--- config.mk ---
export PLATFORM = sky130hd
export DESIGN_NAME = tcdm_rr_arbiter
export DESIGN_NICKNAME = d
export VERILOG_FILES = /design/src/rtl/tcdm_rr_arbiter.sv
export SDC_FILE = /design/constraint.sdc
export NUM_CORES = 1
export LEC_CHECK = 0
export ABC_AREA = 1
export CORE_AREA = 5 5 120 122
export DETAILED_ROUTE_END_ITERATION = 6
export DIE_AREA = 0 0 125 127
export SETUP_SLACK_MARGIN = 0.15
export SLEW_MARGIN = 20
export SYNTH_ARGS = -nofsm -noshare
export SYNTH_HDL_FRONTEND = slang
export SYNTH_SLANG_ARGS = --single-unit
--- constraint.sdc ---
create_clock -name clk_i -period 1.5 [get_ports clk_i]
set_clock_uncertainty 0.15 [all_clocks]
set_input_delay 0.225 -clock clk_i [delete_from_list [all_inputs] [get_ports clk_i]]
set_output_delay 0.225 -clock clk_i [all_outputs]
set_load 0.02 [all_outputs]
--- src/rtl/tcdm_rr_arbiter.sv ---
// N-to-1 TCDM round-robin arbiter: one slave port shared by NR_INPUTS requesters, one outstanding read.
// Latency: request/grant and read response paths are purely combinational (zero added cycles).
// Backpressure: ungranted requests lock the winner; no new issue until the pending read response is accepted.
module tcdm_rr_arbiter #(
    parameter int unsigned NR_INPUTS  = 2,
    parameter int unsigned DATA_WIDTH = 32,
    parameter int unsigned BE_WIDTH   = DATA_WIDTH / 8,
    parameter int unsigned ADDR_WIDTH = 32
) (
    input  logic                                  clk_i,
    input  logic                                  resetn_i,

    input  logic [NR_INPUTS-1:0]                  master_req_i,
    output logic [NR_INPUTS-1:0]                  master_gnt_o,
    input  logic [NR_INPUTS-1:0][ADDR_WIDTH-1:0]  master_addr_i,
    input  logic [NR_INPUTS-1:0]                  master_wen_i,
    input  logic [NR_INPUTS-1:0][DATA_WIDTH-1:0]  master_data_i,
    input  logic [NR_INPUTS-1:0][BE_WIDTH-1:0]    master_be_i,
    output logic [NR_INPUTS-1:0][DATA_WIDTH-1:0]  master_r_data_o,
    output logic [NR_INPUTS-1:0]                  master_r_valid_o,
    input  logic [NR_INPUTS-1:0]                  master_r_ready_i,

    output logic                                  slave_req_o,
    input  logic                                  slave_gnt_i,
    output logic [ADDR_WIDTH-1:0]                 slave_addr_o,
    output logic                                  slave_wen_o,
    output logic [DATA_WIDTH-1:0]                 slave_data_o,
    output logic [BE_WIDTH-1:0]                   slave_be_o,
    input  logic [DATA_WIDTH-1:0]                 slave_r_data_i,
    input  logic                                  slave_r_valid_i,
    output logic                                  slave_r_ready_o
);

    localparam int unsigned SEL_WIDTH = $clog2(NR_INPUTS);

    typedef logic [SEL_WIDTH-1:0] sel_t;
    typedef logic [SEL_WIDTH:0]   cand_t;
    typedef enum logic {IDLE, PENDING} state_t;

    state_t state_q, state_d;
    sel_t   rr_ptr_q, rr_ptr_d;
    sel_t   owner_q, owner_d;
    logic   locked_q, locked_d;
    sel_t   lock_idx_q, lock_idx_d;

    sel_t   rr_winner;
    sel_t   winner;
    logic   any_req;
    logic   rsp_hs;
    logic   can_issue;
    logic   issue;
    logic   grant;
    cand_t  cand;
    logic   found;

    // Round-robin scan starting at rr_ptr_q; the candidate index wraps at NR_INPUTS, never past it.
    always_comb begin
        rr_winner = rr_ptr_q;
        found     = 1'b0;
        cand      = '0;
        for (int k = 0; k < NR_INPUTS; k++) begin
            cand = {1'b0, rr_ptr_q} + cand_t'(k);
            if (cand >= cand_t'(NR_INPUTS)) begin
                cand = cand - cand_t'(NR_INPUTS);
            end
            if (!found && master_req_i[cand[SEL_WIDTH-1:0]]) begin
                rr_winner = cand[SEL_WIDTH-1:0];
                found     = 1'b1;
            end
        end
    end

    assign winner    = locked_q ? lock_idx_q : rr_winner;
    assign any_req   = |master_req_i;
    assign rsp_hs    = (state_q == PENDING) && slave_r_valid_i && master_r_ready_i[owner_q];
    assign can_issue = (state_q == IDLE) || rsp_hs;
    // Issue is masked while reset is held so nothing leaks to the slave during reset.
    assign issue     = resetn_i && can_issue && any_req;
    assign grant     = issue && slave_gnt_i;

    assign slave_req_o  = issue;
    assign slave_addr_o = master_addr_i[winner];
    assign slave_wen_o  = master_wen_i[winner];
    assign slave_data_o = master_data_i[winner];
    assign slave_be_o   = master_be_i[winner];

    always_comb begin
        master_gnt_o     = '0;
        master_r_valid_o = '0;
        master_r_data_o  = '0;
        slave_r_ready_o  = 1'b0;
        if (grant) begin
            master_gnt_o[winner] = 1'b1;
        end
        if (state_q == PENDING) begin
            master_r_valid_o[owner_q] = slave_r_valid_i;
            master_r_data_o[owner_q]  = slave_r_data_i;
            slave_r_ready_o           = master_r_ready_i[owner_q];
        end
    end

    always_comb begin
        state_d    = state_q;
        rr_ptr_d   = rr_ptr_q;
        owner_d    = owner_q;
        locked_d   = locked_q;
        lock_idx_d = lock_idx_q;
        if (rsp_hs) begin
            state_d = IDLE;
        end
        if (issue) begin
            if (slave_gnt_i) begin
                rr_ptr_d = (winner == sel_t'(NR_INPUTS - 1)) ? '0 : winner + sel_t'(1);
                locked_d = 1'b0;
                if (!slave_wen_o) begin
                    owner_d = winner;
                    state_d = PENDING;
                end else begin
                    state_d = IDLE;
                end
            end else begin
                // Hold the winner so address/data stay stable at the slave until granted.
                locked_d   = 1'b1;
                lock_idx_d = winner;
            end
        end
    end

    always_ff @(posedge clk_i or negedge resetn_i) begin
        if (!resetn_i) begin
            state_q    <= IDLE;
            rr_ptr_q   <= '0;
            owner_q    <= '0;
            locked_q   <= 1'b0;
            lock_idx_q <= '0;
        end else begin
            state_q    <= state_d;
            rr_ptr_q   <= rr_ptr_d;
            owner_q    <= owner_d;
            locked_q   <= locked_d;
            lock_idx_q <= lock_idx_d;
        end
    end

endmodule

==> results of run 1 <==
==> power groups by stage <==
| stage | sequential, W | clock, W | combinational (W) |
|---|---|---|---|
| 3_5_place_dp | 0.000247 | 0 | 0.00838 |
| 6_report | 0.000254 | 0.000438 | 0.0152 |
| 2_1_floorplan | 0.000238 | 0 | 0.00451 |
| 3_3_place_gp | 0.000244 | 0 | 0.00834 |
| 5_1_grt | 0.000261 | 0.000455 | 0.0160 |
| 4_1_cts | 0.000246 | 0.000443 | 0.0119 |
==> flip-flops by register name, indices dropped and copies added, names as in the netlist <==
| register | count |
|---|---|
| owner_q | 1 |
| lock_idx_q | 1 |
| rr_ptr_q | 1 |
| state_q | 1 |
| locked_q | 1 |
==> per-layer routing <==
| metal | global-route usage | share of wire |
|---|---|---|
| met4 | 0.0332 | 0.016 |
| met1 | 0.185 | 0.36 |
| met2 | 0.335 | 0.54 |
| met5 | 0 | 0.00041 |
| met3 | 0.0447 | 0.076 |
==> area by class of cell <==
class	instances	area [um2]
repair buffers	450	5230
well taps	176	220
multi-input cells	304	2240
inverters	45	189
clock buffers	4	78.8
fillers	1043	5000
flip-flops and latches	5	125
==> critical path: cells and delay by family (launching register included) <==
family,cells,cell delay (ns)
flip-flops,1,0.38
buffers and inverters,7,0.82
AND/OR/NAND/NOR,5,0.36
==> logic make-up after synthesis <==
kind of cell | count (synthesis)
flip-flops | 5
AO/OA/AOI/OAI | 5
AND/OR/NAND/NOR | 299
buffers and inverters | 65
==> repair_timing <==
item                       in CTS  in global routing
cloned                         14                  8
pin swaps                      11                 28
setup endpoints to repair     144                144
gates resized for setup       859                255
buffers inserted               55                 37
==> placed cells by master, fill, tap and decap left out, types with 2 or more instances in the layout <==
master and count:
sky130_fd_sc_hd__buf_8 7, sky130_fd_sc_hd__buf_4 28, sky130_fd_sc_hd__nand2_4 35, sky130_fd_sc_hd__nand2_2 92
sky130_fd_sc_hd__buf_6 202, sky130_fd_sc_hd__clkbuf_16 11, sky130_fd_sc_hd__inv_1 39, sky130_fd_sc_hd__clkdlybuf4s50_1 174
sky130_fd_sc_hd__dfrtp_1 5, sky130_fd_sc_hd__nor2_4 67, sky130_fd_sc_hd__nand2_8 4, sky130_fd_sc_hd__nand3_1 2
sky130_fd_sc_hd__buf_16 15, sky130_fd_sc_hd__nand2_1 98, sky130_fd_sc_hd__buf_12 13, sky130_fd_sc_hd__inv_2 3
sky130_fd_sc_hd__dlygate4sd2_1 3
==> through the flow <==
stage	utilization	setup WS (ns)	setup TNS, ns	area, um2	instances
final	0.618	-0.671	-59.11	8080	984
after global routing	0.618	-0.731	-68.13	8080	984
after CTS	0.511	-0.702	-58.49	6680	939
after detailed placement	0.417	-1.10	-101.14	5450	866
after global placement	0.417	-1.11	-99.61	5450	866
after floorplan	-	0.0430	0	1980	374
==> how the worst max path moves through the flow <==
stage | from | to | slack [ns]
floorplan | locked_q | slave_be_o[1] | 0.04
global route | locked_q | slave_addr_o[22] | -0.73
global placement | master_req_i[1] | slave_addr_o[31] | -1.11
finish | rr_ptr_q | slave_addr_o[22] | -0.67
CTS | rr_ptr_q | slave_addr_o[29] | -0.70
detailed placement | master_req_i[0] | slave_data_o[12] | -1.10
==> impl_metrics.ini, run 1 <==
[run_status]
outcome = finished with violations
violations = negative setup slack

[die]
std_cell_rows = 42
boundaryPins = 317
die_h_um = 127
die_w_um = 125
design.core.area_um2 = 13100
fp.dieArea_um2 = 15900
start_util = 0.122

[placed_design]
gp_congestion = 0.870
dp_hpwl_um = 10600
io_buffer_count = 316

[timing]
hold_ws_ns = 0.160
hold_violations = 0
achievable-frequency_mhz = 461
fin_crit_ns = 2.17
final_clock_period_utilization_by_the_worst_path = 1.45
grt_setup_unrepaired = true
slew_violations = 0
worst-slew-pin-transition_ns = 0.238
setup_violations = 144
slew-limit-headroom = 0.841
timing.final.ws_setup_ns = -0.671

[critical_path]
worstRegToRegCells = 16
worstSetupStartpointType = register
rr_startpoint = rr_ptr_q
reg2reg_to = rr_ptr_q
critical-path-max-stage-delay_ns = 0.38
cp_max_fo = 5
critical_path.cell_chain = inv_2 > nand2_2 > nand2_4 > nand2_8 > buf_12 > buf_6 > buf_16 > buf_8 > buf_8 > nand2_4 > nand2_2 > buf_6
crit_path_end_kind = output port
r2r_slack_ns = -0.65
critPathRequiredTime_ns = 1.12
path_class = register to output port
cp_data_arrival_time_ns = 1.80
cp_slowest_cell = sky130_fd_sc_hd__dfrtp_1

[routing]
detail_route.wirelength_um = 17000
drt_iter0_drc = 58
antenna_left = 0
dr.pass1.iters = 4
post_drt_via_cell_ratio = 4.09
drt_drc_violations_left = 0
routed-via-count = 4025
wl_per_cell_um = 17.3

[clock_tree]
clock_latency_ns = 0.23
max-clock-path-buffers = 2
tritoncts = done
clkTransAtPathRegs_ns = 0.03
tritoncts_num_sinks = 5
clockRootBuffer = sky130_fd_sc_hd__clkbuf_16
total_clock_buffers_created_by_cts = 3
hold_fix_buffer_count_after_cts = 0
clock_tree.htree_level_count = 1

[yosys]
yosys-top-cells-area = sky130_fd_sc_hd__nand2_1 (53%), sky130_fd_sc_hd__nor2_1 (16%), sky130_fd_sc_hd__inv_1 (10%)
synth_top_area_frac = 0.532
yosysWarnings = 0
netlist_top_cells_count = sky130_fd_sc_hd__nand2_1 (226), sky130_fd_sc_hd__nor2_1 (67), sky130_fd_sc_hd__inv_1 (44)
mappedNetlistNets = 552
most_used_flip_flop_cell_after_synthesis = sky130_fd_sc_hd__dfrtp_1
postSynthAreaPerCell_um2 = 4.26
post-synth-top-area-cell = sky130_fd_sc_hd__nand2_1
syn_inst = 374
synth_top_family_by_area = simple AND/OR/NAND/NOR gates
post-synth-top-count-cell = sky130_fd_sc_hd__nand2_1
synthDistinctLibCells = 18
synth_seq_cells = 5
yosys.area_share.simple = 0.717
compound_cell_area_share_of_the_yosys_netlist = 0.0212
synth_xor_xnor_area_share = 0
netlist_area_um2 = 1590
synth-edff-count = 0
post_synth_mux_area_share = 0
ys_async_sr_fraction = 1.00
seq_area_frac_synth = 0.0785
synth-adder-area-share = 0

[power_and_ir_drop]
power_w = 0.0159
p_leak_nw = 3.87
power.density_nw_per_um2 = 1960
seq_power_share = 0.016
power.share.clock = 0.028
ir_drop_v = 0.000843
comb_power_share = 0.956
switching_share = 0.446
power_report.internal_total_w = 0.00880
power.net_switching_w = 0.00707

[grt]
grt_pass1_vias = 4027
grt.total_usage = 0.171
grt_overflow_total = 0
wire_length_of_the_first_global_routing_pass_um = 22000
grt_antenna_before_repair = 1
maximum_number_of_pins_on_one_net_before_global_route_repair = 18

[final_layout]
drive_above_1_share = 0.599
layout.nets = 987
syn2layout_area_growth_pct = 407
antenna_cells = 0

[hold_path]
path_type_of_the_worst_min_delay_path = input pin to asynchronous set/reset pin

[flow_run]
max_cap_viols = 0
No activity file was read; power rests on OpenSTA's default activity.
==> run 2: changes to the inputs <==
--- a/config.mk
+++ b/config.mk
@@ -6,9 +6,10 @@
 export NUM_CORES = 1
 export LEC_CHECK = 0
 export ABC_AREA = 1
-export CORE_AREA = 5 5 120 122
+export CORE_AREA = 4 4 122 124
 export DETAILED_ROUTE_END_ITERATION = 6
-export DIE_AREA = 0 0 125 127
+export DIE_AREA = 0 0 126 128
+export HOLD_SLACK_MARGIN = 0.02
 export SETUP_SLACK_MARGIN = 0.15
 export SLEW_MARGIN = 20
 export SYNTH_ARGS = -nofsm -noshare
==> impl_metrics.ini, run 2 (synthesized netlist as in run 1, its figures left out) <==
[run_status]
outcome = finished with violations
violations = negative setup slack

[final_layout]
drive_above_1_share = 0.576
layout.nets = 927
most_frequent_cells_in_the_layout = sky130_fd_sc_hd__clkdlybuf4s50_1 (174), sky130_fd_sc_hd__buf_6 (138), sky130_fd_sc_hd__nand2_2 (100), sky130_fd_sc_hd__nand2_1 (92), sky130_fd_sc_hd__nor2_4 (65)
syn2layout_area_growth_pct = 353
antenna_cells = 0
final.fill_count = 1258
layout.cell_area.non_filler_um2 = 7220
count_of_placed_standard_cells_in_the_final_layout_fillers_left_out = 928
layout_commonest_cell = sky130_fd_sc_hd__clkdlybuf4s50_1

[critical_path]
critical_path.cell_chain = a21oi_2 > nand2_2 > nand2_8 > inv_12 > buf_12 > buf_16 > nand2_2 > nand2_2 > buf_6
critPathMostFrequentCell = sky130_fd_sc_hd__nand2_2
critical-path-max-stage-delay_ns = 0.41
crit_family = buffers and inverters
critPathRequiredTime_ns = 1.12
worstSetupStartpointType = register
cp_max_fo = 9
rr_startpoint = owner_q
setup.worst_path.start = locked_q
critical_path_buf_inv_count = 4
cp_data_arrival_time_ns = 1.62
cp_slowest_cell = sky130_fd_sc_hd__dfrtp_1
crit_path_end_kind = output port
path_class = register to output port

[die]
die_h_um = 128
start_util = 0.116
std_cell_rows = 43
die_w_um = 126
design.core.area_um2 = 13800
boundaryPins = 317
fp.dieArea_um2 = 16100

[power_and_ir_drop]
power.density_nw_per_um2 = 1820
p_leak_nw = 3.41
power_report.internal_total_w = 0.00671
seq_power_share = 0.021
power.net_switching_w = 0.00639
ir_drop_v = 0.000933
comb_power_share = 0.945
switching_share = 0.488
power.share.clock = 0.034

[clock_tree]
clkTransAtPathRegs_ns = 0.03
tritoncts_num_sinks = 5
clock_latency_ns = 0.23
tritoncts = done
max-clock-path-buffers = 2
clock_tree.htree_level_count = 1
total_clock_buffers_created_by_cts = 3
clockRootBuffer = sky130_fd_sc_hd__clkbuf_16

[timing]
grt_setup_unrepaired = true
hold_violations = 0
final_clock_period_utilization_by_the_worst_path = 1.33
worst-slew-pin-transition_ns = 0.253
setup_violations = 141
timing.final.ws_setup_ns = -0.498
achievable-frequency_mhz = 500
slew-limit-headroom = 0.831
slew_violations = 0
fin_crit_ns = 2.00

[routing]
wl_per_cell_um = 15.9
dr.pass1.iters = 4
routed-via-count = 3746
antenna_left = 0
drt_iter0_drc = 58
post_drt_via_cell_ratio = 4.04
detail_route.wirelength_um = 14700
drt_drc_violations_left = 0

[hold_path]
path_type_of_the_worst_min_delay_path = input pin to asynchronous set/reset pin

[grt]
maximum_number_of_pins_on_one_net_before_global_route_repair = 21
grt_antenna_before_repair = 0
grt_pass1_vias = 3806
wire_length_of_the_first_global_routing_pass_um = 19100
grt.total_usage = 0.146
grt_overflow_total = 0

[placed_design]
dp_hpwl_um = 10200
io_buffer_count = 316
gp_congestion = 0.857
dp.cells = 869
place_area_um2 = 5450
preCtsSetupSlack_ns = -1.09

[flow_run]
max_cap_viols = 0
run 2: cell types whose count changed in the layout (fill, tap and decap cells not counted), sizes merged:
cell,previous run,this run
clkbuf,12,7
inv,45,44
clkdlybuf4s15,0,2
clkinv,0,1
buf,265,208
run 2: path summary, 6_finish.rpt:
| path | endpoint | slack [ns] | cells after the start |
|---|---|---|---|
| max | slave_data_o[18] | -0.50 | 9 |
| min | locked_q | 0.15 | 2 |
| max reg2reg | owner_q | -0.08 | 11 |
| min reg2reg | rr_ptr_q | 0.37 | 2 |
| max in group asynchronous | owner_q | 0.93 | 2 |
| min in group clk_i | rr_ptr_q | 0.37 | 2 |
run 2: per-stage QoR:
stage,hold WS [ns],setup TNS (ns),total power [W],util
global placement,0.327,-102.34,0.00864,0.396
floorplan,-0.221,0,0.00475,-
global route,0.158,-61.80,0.0138,0.524
finish,0.146,-54.71,0.0131,0.524
CTS,0.148,-50.99,0.0110,0.448
detailed placement,0.348,-103.39,0.00867,0.396
run 2: power by group through the flow:
stage	clock, W	sequential [W]	combinational (W)
finish	0.000444	0.000280	0.0124
global route	0.000458	0.000288	0.0131
CTS	0.000451	0.000263	0.0103
detailed placement	0	0.000262	0.00841
global placement	0	0.000261	0.00838
floorplan	0	0.000238	0.00451
run 2: cell type report:
class	instances	area (um2)	area share
repair buffers	390	4360	0.604
clock buffers	4	78.8	0.0109
flip-flops and latches	5	128	0.0177
inverters	45	194	0.0269
well taps	180	225	0.0312
multi-input cells	304	2230	0.309
run 2: repair_timing:
| action | 4_1_cts | 5_1_grt |
|---|---|---|
| buffers inserted | 23 | 18 |
| pin swaps | 10 | 23 |
| resized for setup | 810 | 217 |
| gates cloned | 10 | 4 |
| hold buffers | 0 | 0 |
| setup endpoints to repair | 144 | 144 |
run 2: layer usage:
| layer | part of all wire | up-vias | track usage |
|---|---|---|---|
| li1 | - | 1822 | - |
| met1 | 0.35 | 1690 | 0.147 |
| met4 | 0.025 | 0 | 0.0416 |
| met3 | 0.077 | 27 | 0.0425 |
| met5 | 0 | - | 0 |
| met2 | 0.54 | 207 | 0.288 |
